===== config.mk =====
export PLATFORM = sky130hd
export DESIGN_NAME = moore_1010
export DESIGN_NICKNAME = d
export VERILOG_FILES = /design/src/rtl/moore_1010.sv
export SDC_FILE = /design/constraint.sdc
export NUM_CORES = 1
export LEC_CHECK = 0
export ABC_AREA = 1
export CAP_MARGIN = 20
export CELL_PAD_IN_SITES_DETAIL_PLACEMENT = 0
export CELL_PAD_IN_SITES_GLOBAL_PLACEMENT = 1
export CORE_AREA = 10 10 47 49
export CTS_CLUSTER_DIAMETER = 200
export DETAILED_ROUTE_END_ITERATION = 8
export DIE_AREA = 0 0 57 59
export PLACE_DENSITY = 0.37
export SKIP_LAST_GASP = 1
export SLEW_MARGIN = 20
export SYNTH_ARGS = -nofsm -noshare
export SYNTH_HDL_FRONTEND = slang
export SYNTH_SLANG_ARGS = --single-unit

===== constraint.sdc =====
create_clock -name clk -period 0.9 [get_ports clk]
set_input_delay 0.18 -clock clk [delete_from_list [all_inputs] [get_ports clk]]
set_output_delay 0.18 -clock clk [all_outputs]
set_load 0.02 [all_outputs]

===== src/rtl/moore_1010.sv =====
// rtl/moore_1010.sv - Moore FSM that flags each completed 1-0-1-0 on a serial bit stream
//
// Five binary-encoded states track how much of the pattern has been seen.
// det is decoded from the state register alone, so it carries no combinational
// path from in. OVERLAP picks where the search resumes after a match:
// 1 keeps the trailing "10" as a fresh prefix, 0 restarts from scratch.
module moore_1010 #(
  parameter bit OVERLAP = 1'b1
) (
  input  logic clk,
  input  logic rst,
  input  logic in,
  output logic det
);

  typedef enum logic [2:0] {
    S0 = 3'd0,  // idle, no useful prefix
    S1 = 3'd1,  // "1" received
    S2 = 3'd2,  // "10" received
    S3 = 3'd3,  // "101" received
    S4 = 3'd4   // "1010" received, detect state
  } state_t;

  state_t state;
  state_t state_nxt;

  // State register; reset is asynchronous so det drops without waiting for clk.
  always_ff @(posedge clk or posedge rst) begin
    if (rst) begin
      state <= S0;
    end else begin
      state <= state_nxt;
    end
  end

  // Next-state logic; unused encodings fall through to S0.
  always_comb begin
    state_nxt = S0;
    case (state)
      S0: state_nxt = in ? S1 : S0;
      S1: state_nxt = in ? S1 : S2;
      S2: state_nxt = in ? S3 : S0;
      S3: state_nxt = in ? S1 : S4;
      S4: begin
        if (in) begin
          state_nxt = OVERLAP ? S3 : S1;
        end else begin
          state_nxt = S0;
        end
      end
      default: state_nxt = S0;
    endcase
  end

  // Detect flag decoded purely from the registered state.
  assign det = (state == S4);

endmodule


==> impl_metrics.yaml <==
outcome:
  status: "complete, but fails checks"
  violations: "negative setup slack"
detailed_routing:
  drt_iter0_drc: 0
  drc: 0
  via_per_inst: 3.25
  ant_nets: 0
  wl_per_cell_microns: 8.40
  drt_pass1_iterations: 1
  vias: 156
  wirelength_microns: 403
global_routing:
  grt_pass1_wl_microns: 600
  grt_antenna_before_repair: 0
  gr-usage-all-layers_pct: 2.59
  grt_max_degree: 6
  grt_pass1_vias: 179
  grt-ovfl-total: 0
finish:
  layout.nets: 36
  top_regs: "state x3"
  drive_gt1_share_pct: 53.1
  area_delta_synth_final_pct: 97.5
  final_cell_mix: "inv_1, buf_4"
  fin_area_sq_um: 297
  diodes: 0
  regMostFlops: "state"
  largest_register_ffs: 3
power:
  p_per_area_nw_per_um2: 1980
  ir_drop_v: 0.000659
  leakagePower_nw: 0.143
  total_power_mw: 0.587
setup_path:
  cp.required_ps: 720
  critPathLaunchType: "register"
  critPathMaxFanout: 2
  r2r_setup_slack_ps: -310
  cp.arrival_ps: 1060
  crit_path_end_kind: "primary output"
  crit_type: "register to primary output"
sta:
  setup_slack_ps: -344
  holdWs_ps: 113
  hold_viol_final: 0
  period_share_pct: 138
  relSlewSlack_pct: 88.1
  tightest_slew_ps: 177
  rsz0062_at_grt: "true"
  finalSetupViolations: 3
  final.min_clock_period_ps: 1240
  drv_slew: 0
  finClkSkew_ps: 2.01
  max_freq_ghz: 0.804
  final.setup.tns_ps: -905
cts:
  cts_tree: "yes"
  clk_pin_slew_worst_paths_ps: 40
  cts-htree-levels: 1
  cts_buffers: 3
  root_buffer: "clkbuf_4"
  clockBufferDepth: 2
  clk_latency_ps: 230
  cts_num_sinks: 3
flow_run:
  drv_cap: 0
logic_synthesis:
  syn_nets: 22
  synthCells: 19
  yosysTopAreaCellShare_pct: 50.0
  ys_types: 9
  ys_seq_elements: 3
  synthTopCellsByArea: "dfrtp_1, nand2_1, inv_1"
  ys.warnings.count: 0
  synth_top_family_by_area: "simple AND/OR/NAND/NOR gates"
  synth_area_leader_cell: "dfrtp_1"
  synth-seq-area-share_pct: 50.0
  synthAdderAreaFrac_pct: 0
  synth_xor_xnor_area_share_pct: 0
  synthMuxAreaShare_pct: 0
  synth_compound_area_share_pct: 9.17
  synth-simple-area-share_pct: 30.8
  synth_area_sq_um: 150
  syn_avg_cell_area_sq_um: 7.90
place:
  globalplace.congestion: 0.716
  io_buffers: 3
  dpl_cell_area_sq_um: 238
  hpwl_microns: 273
die:
  start_util_pct: 10.7
  die_x_microns: 57
  dieArea_sq_um: 3360
  die_h_microns: 59
  core_sq_um: 1400
  rows: 14
  ios: 4
hold_path:
  hp-class: "input port to asynchronous set/reset pin"
## Yosys cell counts (all sizes together)
master / n
nand2: 5
inv: 4
dfrtp: 3
nor2: 3
a21oi: 1
nor3: 1
o21ai: 1
or2: 1
## metrics by stage
step           cells  setup WS, ps  utilization, %
2_1_floorplan     19         -72.9               -
3_3_place_gp      42          -588            17.0
3_5_place_dp      42          -594            17.0
4_1_cts           47          -354            20.4
5_1_grt           48          -385            21.2
6_report          48          -344            21.2
## logic make-up after synthesis
logic type,Yosys count
flops,3
simple gates,10
compound gates,2
buf+inv,4
## path summary, 6_finish.rpt
| kind | start | to | cells past startpoint |
|---|---|---|---|
| worst min-delay path | rst | state[0]$_DFF_PP0_ | 2 |
| min in group clk | in | state[2]$_DFF_PP0_ | 2 |
| worst max-delay path | state[1]$_DFF_PP0_ | det | 3 |
| worst min register to register | state[2]$_DFF_PP0_ | state[0]$_DFF_PP0_ | 2 |
| max in group asynchronous | rst | state[1]$_DFF_PP0_ | 2 |
| worst max register to register | state[1]$_DFF_PP0_ | state[1]$_DFF_PP0_ | 6 |
## critical path, cell delays in order (launching register included)
cell and delay [ps]:
dfrtp_1 370, or2_4 270, nor2_4 80, buf_6 120
## metal layers
layer | global-route usage, % | vias to the layer above | wire length, microns
met1 | 1.89 | 70 | 158
met2 | 4.03 | 4 | 227
met3 | 1.29 | 0 | 17
met5 | 0 | - | 0
li1 | - | 82 | -
met4 | 4.03 | 0 | 0
## layout make-up
type / count / area (sq um)
Fill cell: 168 / 1100
Timing Repair Buffer: 9 / 83.8
Multi-Input combinational cell: 12 / 76.3
Sequential cell: 3 / 75.1
Clock buffer: 4 / 26.3
Tap cell: 16 / 20.0
Inverter: 4 / 15.0
## where the power goes
group | switching, mW | internal, mW
combinational | 0.0801 | 0.107
clock | 0.0682 | 0.166
sequential | 0.0110 | 0.155
## what timing repair did
action,CTS,global route
pin swaps,3,1
gates resized for setup,11,1
setup buffers,3,1
hold buffers,0,0
endpoints found under the setup margin,3,3
(Power assumes the default switching activity.)
